**config.mk**
```make
export PLATFORM = sky130hd
export DESIGN_NAME = bit_stream_packer
export DESIGN_NICKNAME = d
export VERILOG_FILES = /design/src/rtl/bit_stream_pkg.sv /design/src/rtl/word_fifo2.sv /design/src/rtl/bit_stream_packer.sv
export SDC_FILE = /design/constraint.sdc
export NUM_CORES = 1
export LEC_CHECK = 0
export BUFFER_PORTS_ARGS = -buffer_cell sky130_fd_sc_hd__buf_4
export CAP_MARGIN = 25
export CORE_ASPECT_RATIO = 1.5
export CORE_MARGIN = 8
export CORE_UTILIZATION = 55
export DETAILED_ROUTE_END_ITERATION = 8
export HOLD_SLACK_MARGIN = 0.02
export PLACE_DENSITY = 0.76
export REMOVE_ABC_BUFFERS = 1
export SYNTH_ARGS = -nofsm -noshare
export SYNTH_HDL_FRONTEND = slang
export SYNTH_SLANG_ARGS = --single-unit
```
**constraint.sdc**
```tcl
create_clock -name clk -period 2.6 [get_ports clk]
set_clock_uncertainty 0.05 [all_clocks]
set_input_delay 0 -clock clk [delete_from_list [all_inputs] [get_ports clk]]
set_output_delay 0 -clock clk [all_outputs]
set_load 0.1 [all_outputs]
```
**src/rtl/bit_stream_pkg.sv**
```systemverilog
// Shared types and constants for the bit stream packer and its word FIFO.
package bit_stream_pkg;

    // Packer state: IDLE holds no pending bits, FILL holds a partial word.
    typedef enum logic {
        IDLE = 1'b0,
        FILL = 1'b1
    } pack_state_t;

    localparam int FIFO_DEPTH = 2;

endpackage

```
**src/rtl/word_fifo2.sv**
```systemverilog
// Two-entry word FIFO with registered occupancy; head is presented whenever valid.
import bit_stream_pkg::*;

module word_fifo2 #(
    parameter int WIDTH = 8
) (
    input  logic             clk,
    input  logic             rst,
    input  logic             clr,
    input  logic             push,
    input  logic [WIDTH-1:0] push_data,
    input  logic             pop,
    output logic [WIDTH-1:0] head,
    output logic             valid,
    output logic             full
);

    localparam int PTR_W = $clog2(FIFO_DEPTH);
    localparam int OCC_W = $clog2(FIFO_DEPTH + 1);

    logic [WIDTH-1:0] mem [FIFO_DEPTH];
    logic [PTR_W-1:0] rd_ptr;
    logic [PTR_W-1:0] wr_ptr;
    logic [OCC_W-1:0] count;
    logic             pop_ok;
    logic             push_ok;

    assign valid   = (count != '0);
    assign full    = (count == OCC_W'(FIFO_DEPTH));
    assign head    = mem[rd_ptr];
    assign pop_ok  = pop & valid;
    // A pop frees a slot in the same cycle, so a full FIFO still takes the push.
    assign push_ok = push & (~full | pop_ok);

    // Storage, pointers and occupancy update.
    always_ff @(posedge clk or posedge rst) begin
        if (rst) begin
            for (int i = 0; i < FIFO_DEPTH; i++) mem[i] <= '0;
            rd_ptr <= '0;
            wr_ptr <= '0;
            count  <= '0;
        end else if (clr) begin
            for (int i = 0; i < FIFO_DEPTH; i++) mem[i] <= '0;
            rd_ptr <= '0;
            wr_ptr <= '0;
            count  <= '0;
        end else begin
            if (push_ok) begin
                mem[wr_ptr] <= push_data;
                wr_ptr      <= wr_ptr + 1'b1;
            end
            if (pop_ok) rd_ptr <= rd_ptr + 1'b1;
            case ({push_ok, pop_ok})
                2'b10:   count <= count + 1'b1;
                2'b01:   count <= count - 1'b1;
                default: count <= count;
            endcase
        end
    end

endmodule

```
**src/rtl/bit_stream_packer.sv**
```systemverilog
// Packs accepted serial bits LSB-first into words, queues them in a 2-entry FIFO,
// and tracks the run length of identical bits to flag a stuck stream.
//
//  state | meaning
//  IDLE  | no bits pending, bit_cnt = 0
//  FILL  | partial word held, 0 < bit_cnt < WIDTH
import bit_stream_pkg::*;

module bit_stream_packer #(
    parameter int WIDTH       = 8,
    parameter int CNT_W       = 8,
    parameter int STUCK_LIMIT = 16
) (
    input  logic             clk,
    input  logic             rst,
    input  logic             clr,
    input  logic             bit_in,
    input  logic             bit_valid,
    input  logic             flush,
    output logic [WIDTH-1:0] word_out,
    output logic             word_valid,
    input  logic             word_ready,
    output logic             overflow,
    output logic [CNT_W-1:0] run_len,
    output logic             stuck_flag
);

    localparam int BC_W = $clog2(WIDTH + 1);
    localparam logic [CNT_W-1:0] RUN_MAX = {CNT_W{1'b1}};

    pack_state_t      state;
    logic [BC_W-1:0]  bit_cnt;
    logic [WIDTH-1:0] sreg;
    logic             last_bit;

    logic [BC_W-1:0]  nxt_cnt;
    logic [WIDTH-1:0] nxt_sreg;
    logic             push;
    logic             pop;
    logic             fifo_full;

    // Fold the incoming bit in first; a flush then sees the word including it.
    always_comb begin
        nxt_sreg = sreg;
        nxt_cnt  = bit_cnt;
        if (bit_valid) begin
            nxt_sreg = sreg | (WIDTH'(bit_in) << bit_cnt);
            nxt_cnt  = bit_cnt + 1'b1;
        end
        push = (nxt_cnt == BC_W'(WIDTH)) ||
               (flush && ((state == FILL) || bit_valid));
    end

    assign pop = word_valid & word_ready;

    // Packer state, bit position and shift register.
    always_ff @(posedge clk or posedge rst) begin
        if (rst) begin
            state   <= IDLE;
            bit_cnt <= '0;
            sreg    <= '0;
        end else if (clr) begin
            state   <= IDLE;
            bit_cnt <= '0;
            sreg    <= '0;
        end else if (push) begin
            state   <= IDLE;
            bit_cnt <= '0;
            sreg    <= '0;
        end else begin
            state   <= (nxt_cnt != '0) ? FILL : IDLE;
            bit_cnt <= nxt_cnt;
            sreg    <= nxt_sreg;
        end
    end

    // Sticky overflow when a completed word finds the FIFO full and nothing leaves.
    always_ff @(posedge clk or posedge rst) begin
        if (rst)                                overflow <= 1'b0;
        else if (clr)                           overflow <= 1'b0;
        else if (push && fifo_full && !pop)     overflow <= 1'b1;
    end

    // Run-length counter over accepted bits; run_len of 0 marks "no previous bit".
    always_ff @(posedge clk or posedge rst) begin
        if (rst) begin
            run_len  <= '0;
            last_bit <= 1'b0;
        end else if (clr) begin
            run_len  <= '0;
            last_bit <= 1'b0;
        end else if (bit_valid) begin
            last_bit <= bit_in;
            if ((run_len == '0) || (bit_in != last_bit)) run_len <= CNT_W'(1);
            else if (run_len != RUN_MAX)                 run_len <= run_len + 1'b1;
        end
    end

    // Stuck flag trails run_len by one cycle.
    always_ff @(posedge clk or posedge rst) begin
        if (rst)      stuck_flag <= 1'b0;
        else if (clr) stuck_flag <= 1'b0;
        else          stuck_flag <= (run_len >= CNT_W'(STUCK_LIMIT));
    end

    word_fifo2 #(.WIDTH(WIDTH)) u_fifo (
        .clk       (clk),
        .rst       (rst),
        .clr       (clr),
        .push      (push),
        .push_data (nxt_sreg),
        .pop       (pop),
        .head      (word_out),
        .valid     (word_valid),
        .full      (fifo_full)
    );

endmodule

```
==> results of run 1 <==
[through the flow]
stage               area (µm²)  cells  setup WS, ns
finish                    2660    299         0.339
global route              2660    299         0.234
detailed placement        2510    287         0.360
global placement          2510    287         0.408
CTS                       2660    299         0.331
floorplan                 2250    215         0.323
[flip-flops by register name, summed over array words and instances, names as in the netlist]
register	flops
u_fifo.mem	16
run_len	8
sreg	8
bit_cnt	4
u_fifo.count	2
last_bit	1
overflow	1
state	1
stuck_flag	1
u_fifo.rd_ptr	1
u_fifo.wr_ptr	1
[kinds of logic after synthesis]
kind of cell    synth area share [%]
fa+ha+maj                       1.64
flops                           48.0
compound gates                  8.24
simple gates                    21.3
buf+inv                         3.00
xor+xnor                        4.20
mux                             13.5
[per-layer routing]
| layer | vias up | global-route usage [%] | routed length [µm] |
|---|---|---|---|
| li1 | 814 | - | - |
| met2 | 34 | 26.3 | 2260 |
| met5 | - | 0 | 0 |
| met4 | 0 | 5.55 | 74 |
| met1 | 793 | 17.9 | 1890 |
| met3 | 8 | 2.82 | 144 |
[cell usage in the layout, fill, tap and decap left out, types with 2 or more instances in the layout]
| cell | instances |
|---|---|
| a21oi_1 | 12 |
| and3_1 | 3 |
| buf_4 | 26 |
| clkbuf_8 | 5 |
| dfrtp_1 | 44 |
| dlygate4sd3_1 | 4 |
| ha_1 | 3 |
| inv_1 | 8 |
| mux2_2 | 16 |
| mux2_4 | 8 |
| nand2_1 | 11 |
| nand2b_1 | 2 |
| nand3_1 | 6 |
| nand4_1 | 2 |
| nor2_1 | 37 |
| nor2b_1 | 20 |
| nor3_1 | 9 |
| o211ai_2 | 2 |
| o21ai_0 | 4 |
| xnor2_1 | 7 |
| xor2_1 | 4 |
[final timing paths]
kind / start / endpoint / cells past startpoint
worst max-delay path: bit_cnt[1]$_DFF_PP0_ / u_fifo.mem[6]$_DFFE_PP0P_ / 6
worst min-delay path: clr / overflow$_DFFE_PP0P_ / 2
worst max register to register: bit_cnt[1]$_DFF_PP0_ / u_fifo.mem[6]$_DFFE_PP0P_ / 6
worst min register to register: sreg[1]$_DFF_PP0_ / sreg[1]$_DFF_PP0_ / 2
max in group asynchronous: rst / run_len[1]$_DFFE_PP0P_ / 4
min in group asynchronous: rst / u_fifo.mem[2]$_DFFE_PP0P_ / 4
[power by group through the flow]
stage,clock [µW],combinational (µW),sequential (µW)
after detailed placement,0,166,725
after global placement,0,163,724
after global routing,572,184,714
after CTS,550,171,711
after floorplan,0,104,736
final,535,169,711
[final cells by class]
cell class,count,area share (%)
Multi-Input combinational cell,163,42.2
Sequential cell,44,41.4
Timing Repair Buffer,30,8.84
Clock buffer,5,2.59
Tap cell,46,2.16
Clock inverter,3,1.74
Inverter,8,1.13
[what timing repair did]
action | CTS | global route
endpoints found under the hold margin | 48 | 0
setup endpoints to repair | 0 | 0
hold buffers | 4 | 0
==> impl_results.md, run 1 <==
* Post-CTS sizing at 0
* Largest net degree at the start of global routing at 45
* Worst skew pair latency at 0.30 ns
* Congestion Overflow GR at 0
* Fin nets at 262
* Final period utilization at 86.9%
* Critical Path RT at 2.74 ns
* Share of cells above drive strength 1 at 25.7%
* Peak supply drop at between 400 and 500 µV
* Multi-input gate area at around 1100 µm²
* Pre-antenna DRT Iters at 4
* Run status: complete, no violations
* Yosys warnings at 0
* Initial antenna violation count at 0
* Max Cap Viol at 0
* Post-synthesis register bit count at 44
* Max Freq at 0.442 GHz
* Drt total wl at about 4400 µm
* Register Area at 1100 µm²
* Biggest area consumer among synthesized cells: dfrtp_1
* Crit path max fanout at 9
* Critical path arrival at 2.40 ns
* P_sw at around 370 µW
* Clk root buf: clkbuf_8
* Drc violations at 0
* Top cells by area, synth: dfrtp_1 (48%), mux2_2 (7.9%), nor2_1 (6.1%), nor2b_1 (5.5%), mux2_4 (5.2%)
* Pwr dens at between 500 and 600 nW/µm²
* Final Setup Violations at 0
* Syn Std Cell Area at 2290 µm²
* Final Util at 64.9%
* Worst-path cell chain: ha_1, and4bb_1, o211ai_2, a31o_4, nor2_4, mux2_2
* # diodes at 0
* Static Leakage at 0.00129 µW
* Boundary pin count at 26
* CTS Buf Count at 5
* TNS Setup at 0 ns
* Die X at 68.7 µm
* Vias in the first global route at 1748
* First-pass GRT wire length at 7800 µm
* Comb pwr share at 11.9%
* Vias per inst at roughly 5.5
* Slew HR at between 60 and 70%
* Post-synth top area share at about half
* Crit path buf inv count at 0
* Core ar. at slightly above 4000 µm²
* Drt first-iter violations at 70
* Clock-pin slew on the worst setup and hold paths at 0.09 ns
* Syn Area/Cell at roughly 10 µm²
* Seq/Total Area, Yosys at 48.0%
* Critical setup path kind: reg2reg
* Clock Sinks at 44
* Distinct cells, synth at 39
* TritonCTS clock tree: built
* GPL Wtd Cong at 0.840
* Die Y-Extent at 95.1 µm
* Syn Inst Count at approximately 220
* Tightest Hold Check Type: in2reg
* Internal power at 1040 µW
* Post-synthesis async set-or-reset flop share at 100%
* Primary FF master, synth: dfrtp_1
* H-tree Lvls at 2
* Layout area overhead at 16.1%
* R2R setup slack at 0.34 ns
* Setup crit end kind: flop
* # Post-CTS Setup Buffers at 0
* WL per Instance at roughly 15 µm
* Most frequent cell after synthesis: dfrtp_1
* PortBufs at 25
* Final Hold Fails at 0
* Vias at 1649
* Critical Path Source Type: flop
* Initial Utilization at 55.9%
* Post-synth EDFFs at 0
* Seq pwr share at 50.3%
* Clock power frac at approximately 38%
* Slew of the pin with the lowest slew margin at 0.591 ns
* Post-synth top cells: dfrtp_1 (44), nor2_1 (37), nor2b_1 (20), mux2_2 (16), a21oi_1 (12)
* Slowest cell on crit path: dfrtp_1
* Die area at 6530 µm²
* Final Power at 1410 µW
* Final ANT Viol Nets at 0
* Sw frac at 26.4%
* Clock buffer depth at 2
* Post-DP HPWL at about 3100 µm
* Total GRT Usage at 15.2%
* RSZ-0062 raised after global routing: no
* Hold_ws at 0.0670 ns
* Final Max Tran Viols at 0
* Fill count at between 300 and 400
* Crit path time final at 2.26 ns
* Max stage delay on crit path at 0.48 ns
* Row count at 29
* Crit-path leading delay family: simple AND/OR/NAND/NOR gates
(Power assumes the default switching activity.)
==> run 2, diff against run 1 <==
--- a/config.mk
+++ b/config.mk
@@ -5,6 +5,7 @@
 export SDC_FILE = /design/constraint.sdc
 export NUM_CORES = 1
 export LEC_CHECK = 0
+export ABC_AREA = 1
 export BUFFER_PORTS_ARGS = -buffer_cell sky130_fd_sc_hd__buf_4
 export CAP_MARGIN = 25
 export CORE_ASPECT_RATIO = 1.5
==> impl_results.md, run 2 <==
* Run status: complete, no violations (unchanged)
* PortBufs at 25 (unchanged)
* # diodes at 0 (unchanged)
* # Post-CTS Setup Buffers at 0 (unchanged)
* Core ar. at 3960 µm² (was 4100 µm²)
* GPL Wtd Cong at 0.831 (was 0.840)
* Vias in the first global route at 1937 (was 1748)
* TNS Setup at 0 ns (unchanged)
* Slew of the pin with the lowest slew margin at 0.696 ns (was 0.591 ns)
* Biggest area consumer among synthesized cells: dfrtp_1 (unchanged)
* Drc violations at 0 (unchanged)
* Largest register by flop count: u_fifo.mem (unchanged)
* Largest family of logic cells by synthesized area: simple AND/OR/NAND/NOR gates (unchanged)
* Post-synth EDFFs at 0 (unchanged)
* Fin nets at 341 (was 262)
* Tightest Hold Check Type: in2reg (unchanged)
* Drt first-iter violations at 67 (was 70)
* Post-synthesis mux area share at 0% (was 13.5%)
* Critical setup path kind: reg2reg (unchanged)
* Post-Synth Adder-Cell Area at 1.66% (was 1.64%)
* Syn Area/Cell at 7.59 µm² (was 10.3 µm²)
* Area fraction in compound gates after synthesis at 7.25% (was 8.24%)
* Vias per inst at 5.06 (was 5.52)
* Congestion Overflow GR at 0 (unchanged)
* Slew HR at 53.3% (was 60.6%)
* Post-synthesis async set-or-reset flop share at 100% (unchanged)
* Distinct cells, synth at 26 (was 39)
* Die X at 68.4 µm (was 68.7 µm)
* TritonCTS clock tree: built (unchanged)
* Regs by FF count: u_fifo.mem: 16 flops, run_len: 8 flops, sreg: 8 flops (unchanged)
* Row count at 28 (was 29)
* Initial Utilization at 57.1% (was 55.9%)
* Top cells by area, synth: dfrtp_1 (49%), nand2_1 (18%), inv_1 (5.1%), nor2_1 (4.3%), nand2_2 (3.0%) (was dfrtp_1 (48%), mux2_2 (7.9%), nor2_1 (6.1%), nor2b_1 (5.5%), mux2_4 (5.2%))
* Final period utilization at 80.0% (was 86.9%)
* Drt total wl at 4750 µm (was 4370 µm)
* Max reg flops at 16 (unchanged)
* Total GRT Usage at 16.4% (was 15.2%)
* Post-synth top cells: nand2_1 (106), dfrtp_1 (44), inv_1 (31), nor2_1 (26), nand3_1 (13) (was dfrtp_1 (44), nor2_1 (37), nor2b_1 (20), mux2_2 (16), a21oi_1 (12))
* Primary FF master, synth: dfrtp_1 (unchanged)
* First-pass GRT wire length at 8310 µm (was 7800 µm)
* Fill count at 358 (was 339)
* Peak supply drop at 456 µV (was 457 µV)
* Leading cell types in the layout, fill and taps excluded: nand2_1 (106), dfrtp_1 (44), inv_1 (31) (was dfrtp_1 (44), nor2_1 (37), buf_4 (26))
* Final Hold Fails at 0 (unchanged)
* Post-Synth Simple-Gate Area at 33.4% (was 21.3%)
* Max Cap Viol at 0 (unchanged)
* Critical Path Source Type: flop (unchanged)
* Initial antenna violation count at 0 (unchanged)
* Boundary pin count at 26 (unchanged)
* Post-Synth XOR/XNOR Area at 1.94% (was 4.20%)
* Commonest non-fill, non-tap cell in the layout: nand2_1 (was dfrtp_1)
* Static Leakage at 0.00147 µW (was 0.00129 µW)
* Syn Inst Count at 298 (was 223)
* Largest net degree at the start of global routing at 45 (unchanged)
* Pwr dens at 606 nW/µm² (was 532 nW/µm²)
* Die Y-Extent at 94.5 µm (was 95.1 µm)
* Share of cells above drive strength 1 at 18.1% (was 25.7%)
* Seq/Total Area, Yosys at 48.7% (was 48.0%)
* Yosys warnings at 0 (unchanged)
* Max Freq at 0.481 GHz (was 0.442 GHz)
* Setup crit end kind: flop (unchanged)
* Critical path arrival at 2.23 ns (was 2.40 ns)
* Die area at 6460 µm² (was 6530 µm²)
* Final Max Tran Viols at 0 (unchanged)
* RSZ-0062 raised after global routing: no (unchanged)
* CTS Buf Count at 5 (unchanged)
* Layout area overhead at 17.4% (was 16.1%)
* Clk root buf: clkbuf_8 (unchanged)
* Final ANT Viol Nets at 0 (unchanged)
* Most frequent cell after synthesis: nand2_1 (was dfrtp_1)
* Post-CTS sizing at 0 (unchanged)
* H-tree Lvls at 2 (unchanged)
* Worst setup margin at 0.521 ns (was 0.339 ns)
* Clock-pin slew on the worst setup and hold paths at 0.09 ns (about the same)
* Syn Std Cell Area at 2260 µm² (was 2290 µm²)
* Critical Path RT at 2.75 ns (was 2.74 ns)
* Clock buffer depth at 2 (unchanged)
* Pre-CTS setup slack at 0.542 ns (was 0.360 ns)
* Final Util at 67.1% (was 64.9%)
* Vias at 1907 (was 1649)
* Post-DP HPWL at 3610 µm (was 3080 µm)
* Clock Sinks at 44 (unchanged)
* Post-synth top area share at 48.7% (was 48.0%)
* Crit path time final at 2.08 ns (was 2.26 ns)
* WL per Instance at 12.6 µm (was 14.6 µm)
* Pre-antenna DRT Iters at 4 (unchanged)
* Final Setup Violations at 0 (unchanged)
* Crit path max fanout at 11 (was 9)
* Worst skew pair latency at 0.30 ns (about the same)
* Post-synthesis register bit count at 44 (unchanged)
## run 2: changes by cell type after synthesis, moves of 11 or more
cell,delta
nor2_1,-11
mux2_2,-16
nand2_2,+11
inv_1,+23
nand2_1,+95
nor2b_1,-20
## run 2: logic make-up (layout without fill, tap and decap cells)
| kind of cell | count (synthesis) | after routing |
|---|---|---|
| flops | 44 | 44 |
| fa+ha+maj | 3 | 3 |
| xor+xnor | 5 | 5 |
| compound gates | 29 | 29 |
| simple gates | 175 | 175 |
| buf+inv | 42 | 76 |
## run 2: per-layer routing
metal  vias up  share of wire [%]  wire [µm]  GRT usage [%]
li1        987                  -          -              -
met5         -                  0          0              0
met1       867                 40       1880           16.7
met2        43                 54       2570           30.2
met4         0                2.2        104           7.03
met3        10                4.2        201           3.91
## run 2: timing repair
item	CTS	global route
hold buffers	3	0
endpoints found under the hold margin	48	0
endpoints found under the setup margin	0	0
## run 2: path summary, 6_finish.rpt
check,from,end,slack [ns],cells after the start
worst max register to register,run_len[0]$_DFFE_PP0P_,run_len[6]$_DFFE_PP0P_,0.52,9
max in group asynchronous,rst,u_fifo.mem[10]$_DFFE_PP0P_,1.77,4
worst min-delay path,bit_in,last_bit$_DFFE_PP0P_,0.03,3
worst min register to register,u_fifo.mem[9]$_DFFE_PP0P_,u_fifo.mem[9]$_DFFE_PP0P_,0.43,2
min in group asynchronous,rst,run_len[7]$_DFFE_PP0P_,0.35,4
worst max-delay path,run_len[0]$_DFFE_PP0P_,run_len[6]$_DFFE_PP0P_,0.52,9
## run 2: area by class of cell
class / count / area, µm² / area share (%)
Sequential cell: 44 / 1100 / 41.5
Multi-Input combinational cell: 212 / 1000 / 37.7
Timing Repair Buffer: 30 / 233 / 8.77
Inverter: 38 / 143 / 5.37
Clock buffer: 6 / 82.6 / 3.11
Tap cell: 45 / 56.3 / 2.12
Clock inverter: 2 / 38.8 / 1.46
## run 2: power by group
part	internal, µW	switching [µW]
Clock	314	235
Combinational	79.3	237
Sequential	710	32.5
## run 2: per-stage QoR
stage	hold slack [ns]	cell area, µm²	cells	total power (µW)
3_5_place_dp	0.137	2500	366	1070
5_1_grt	0.0346	2660	377	1680
6_report	0.0296	2660	377	1610
2_1_floorplan	0.0135	2240	294	992
4_1_cts	0.0240	2660	377	1620
3_3_place_gp	0.126	2500	366	1070
## run 2: worst max-delay path, cell delays in order, from the launching register on
cell and delay, ns:
dfrtp_1 0.42, inv_1 0.08, ha_1 0.19, nand2_1 0.07, o21ai_2 0.11, inv_2 0.09
nand2_1 0.05, o21ai_1 0.55, inv_2 0.15, o21ai_0 0.23
==> run 3, diff against run 2 <==
--- a/config.mk
+++ b/config.mk
@@ -5,15 +5,15 @@
 export SDC_FILE = /design/constraint.sdc
 export NUM_CORES = 1
 export LEC_CHECK = 0
-export ABC_AREA = 1
+export ABC_AREA = 0
 export BUFFER_PORTS_ARGS = -buffer_cell sky130_fd_sc_hd__buf_4
 export CAP_MARGIN = 25
 export CORE_ASPECT_RATIO = 1.5
 export CORE_MARGIN = 8
-export CORE_UTILIZATION = 55
+export CORE_UTILIZATION = 52
 export DETAILED_ROUTE_END_ITERATION = 8
 export HOLD_SLACK_MARGIN = 0.02
-export PLACE_DENSITY = 0.76
+export PLACE_DENSITY = 0.75
 export REMOVE_ABC_BUFFERS = 1
 export SYNTH_ARGS = -nofsm -noshare
 export SYNTH_HDL_FRONTEND = slang
==> constraint.sdc (replaced) <==
create_clock -name clk -period 1.8 [get_ports clk]
set_clock_uncertainty 0.05 [all_clocks]
set_input_delay 0 -clock clk [delete_from_list [all_inputs] [get_ports clk]]
set_output_delay 0 -clock clk [all_outputs]
set_load 0.1 [all_outputs]
==> impl_results.md, run 3 (synthesized netlist as in run 1, its figures left out) <==
* Run status: finished with violations (was complete, no violations)
* Failing checks: setup timing
* Setup crit end kind: flop (unchanged)
* Crit path buf inv count at 1 (was 3)
* Max reg flops at 16 (unchanged)
* Slew HR at 61.7% (was 53.3%)
* Worst skew pair latency at 0.30 ns (about the same)
* Critical path arrival at 2.19 ns (was 2.23 ns)
* Initial Utilization at 54.0% (was 57.1%)
* Largest register by flop count: u_fifo.mem (unchanged)
* Layout area overhead at 32.9% (was 17.4%)
* Crit path time final at 2.04 ns (was 2.08 ns)
* Static Leakage at 0.00143 µW (was 0.00147 µW)
* Row count at 29 (was 28)
* Share of cells above drive strength 1 at 37.2% (was 18.1%)
* Total GRT Usage at 14.6% (was 16.4%)
* Final Max Tran Viols at 0 (unchanged)
* Critical setup path kind: reg2reg (unchanged)
* Peak supply drop at 760 µV (was 456 µV)
* Largest net degree at the start of global routing at 45 (unchanged)
* Max Freq at 0.489 GHz (was 0.481 GHz)
* TritonCTS clock tree: built (unchanged)
* Crit-path leading delay family: flip-flops (was compound AO/OA/AOI/OAI gates)
* Hold_ws at 0.0492 ns (was 0.0296 ns)
* Crit path max fanout at 8 (was 11)
* CTS Buf Count at 5 (unchanged)
* Slew of the pin with the lowest slew margin at 0.568 ns (was 0.696 ns)
* WP depth at 7 (was 9)
* GPL Wtd Cong at 0.723 (was 0.831)
* Die Y-Extent at 97.3 µm (was 94.5 µm)
* Cell depth of the worst hold path at 3 (unchanged)
* Die X at 70.2 µm (was 68.4 µm)
* First-pass GRT wire length at 8420 µm (was 8310 µm)
* Vias at 1728 (was 1907)
* Drt first-iter violations at 46 (was 67)
* Clk root buf: clkbuf_8 (unchanged)
* Critical Path Source Type: flop (unchanged)
* Clock buffer depth at 2 (unchanged)
* RSZ-0062 raised after global routing: yes (was no)
* Critical Path RT at 1.94 ns (was 2.75 ns)
* WL per Instance at 16.3 µm (was 12.6 µm)
* Congestion Overflow GR at 0 (unchanged)
* Fin nets at 283 (was 341)
* Tightest Hold Check Type: in2reg (unchanged)
* Regs by FF count: u_fifo.mem: 16 flops, run_len: 8 flops, sreg: 8 flops (unchanged)
* Post-DP HPWL at 3360 µm (was 3610 µm)
* Final ANT Viol Nets at 0 (unchanged)
* # diodes at 0 (unchanged)
* Core ar. at 4250 µm² (was 3960 µm²)
* Vias per inst at 5.40 (was 5.06)
* Final period utilization at 114% (was 80.0%)
* H-tree Lvls at 2 (unchanged)
* Final Setup Violations at 31 (was 0)
* Initial antenna violation count at 0 (unchanged)
* Drt total wl at 5210 µm (was 4750 µm)
* Pwr dens at 696 nW/µm² (was 606 nW/µm²)
* Vias in the first global route at 1819 (was 1937)
* Leading cell types in the layout, fill and taps excluded: dfrtp_1 (44), buf_4 (40), nor2_1 (26) (was nand2_1 (106), dfrtp_1 (44), inv_1 (31))
* Worst setup margin at -0.244 ns (was 0.521 ns)
* Die area at 6830 µm² (was 6460 µm²)
* R2r worst-path depth at 7 (was 9)
* Worst-path cell chain: ha_4, and4bb_1, o211ai_2, a31o_4, nor2_4, buf_12, mux2_4 (was inv_1, ha_1, nand2_1, o21ai_2, inv_2, nand2_1, o21ai_1, inv_2, o21ai_0)
* Clock Sinks at 44 (unchanged)
* Clock-pin slew on the worst setup and hold paths at 0.09 ns (about the same)
* Drc violations at 0 (unchanged)
* Commonest non-fill, non-tap cell in the layout: dfrtp_1 (was nand2_1)
* PortBufs at 25 (unchanged)
* Final Hold Fails at 0 (unchanged)
* Max stage delay on crit path at 0.42 ns (was 0.55 ns)
* Pre-CTS setup slack at -0.314 ns (was 0.542 ns)
* Pre-antenna DRT Iters at 5 (was 4)
* Max Cap Viol at 0 (unchanged)
* Slowest cell on crit path: dfrtp_1 (was o21ai_1)
* Boundary pin count at 26 (unchanged)
## run 3: per-stage QoR
step | TNS [ns] | instance area [µm²] | std cells | total power, µW | util, %
2_1_floorplan | -8.06 | 2250 | 215 | 1210 | -
3_3_place_gp | -4.18 | 2630 | 302 | 1300 | 62.0
3_5_place_dp | -4.93 | 2630 | 302 | 1300 | 62.0
4_1_cts | -4.18 | 2900 | 317 | 2110 | 68.4
5_1_grt | -6.71 | 3050 | 320 | 2200 | 71.7
6_report | -5.20 | 3050 | 320 | 2120 | 71.7
## run 3: what timing repair did
action	CTS	global route
endpoints found under the setup margin	20	31
buffers inserted	2	2
gates cloned	0	1
hold endpoints to repair	48	0
hold buffers	5	0
pin swaps	8	12
gates resized for setup	19	24
## run 3: power breakdown
group	internal, µW	switching (µW)
Sequential	1010	18.2
Combinational	118	199
Clock	418	361
Total	1540	578
## run 3: worst reg2reg max path, delay by kind of cell, from the launching register on
family	cells	cell delay, ns
flip-flops	1	0.42
AND/OR/NAND/NOR	2	0.40
buffers and inverters	1	0.14
AO/OA/AOI/OAI	2	0.37
adder cells (fa/ha/maj)	1	0.26
multiplexers	1	0.30
## run 3: layout make-up
type	instances	area, µm²
inverters	8	30.0
fillers	317	1200
multi-input cells	163	1290
well taps	46	57.6
clock inverters	3	46.3
clock buffers	5	68.8
flip-flops and latches	44	1100
repair buffers	51	449
## run 3: routing by layer
layer / track usage (%) / up-vias / part of all wire (%)
li1: - / 858 / -
met1: 16.6 / 833 / 41
met2: 26.1 / 26 / 54
met3: 3.48 / 11 / 3.0
met4: 4.19 / 0 / 1.8
met5: 0 / - / 0
## run 3: worst paths after layout
kind	start	to	slack [ns]
worst min-delay path	bit_valid	last_bit$_DFFE_PP0P_	0.05
worst min register to register	sreg[5]$_DFF_PP0_	sreg[5]$_DFF_PP0_	0.48
worst max register to register	bit_cnt[0]$_DFF_PP0_	u_fifo.mem[3]$_DFFE_PP0P_	-0.24
worst max-delay path	bit_cnt[0]$_DFF_PP0_	u_fifo.mem[3]$_DFFE_PP0P_	-0.24
min in group asynchronous	rst	u_fifo.mem[2]$_DFFE_PP0P_	0.34
max in group asynchronous	rst	bit_cnt[2]$_DFF_PP0_	0.98
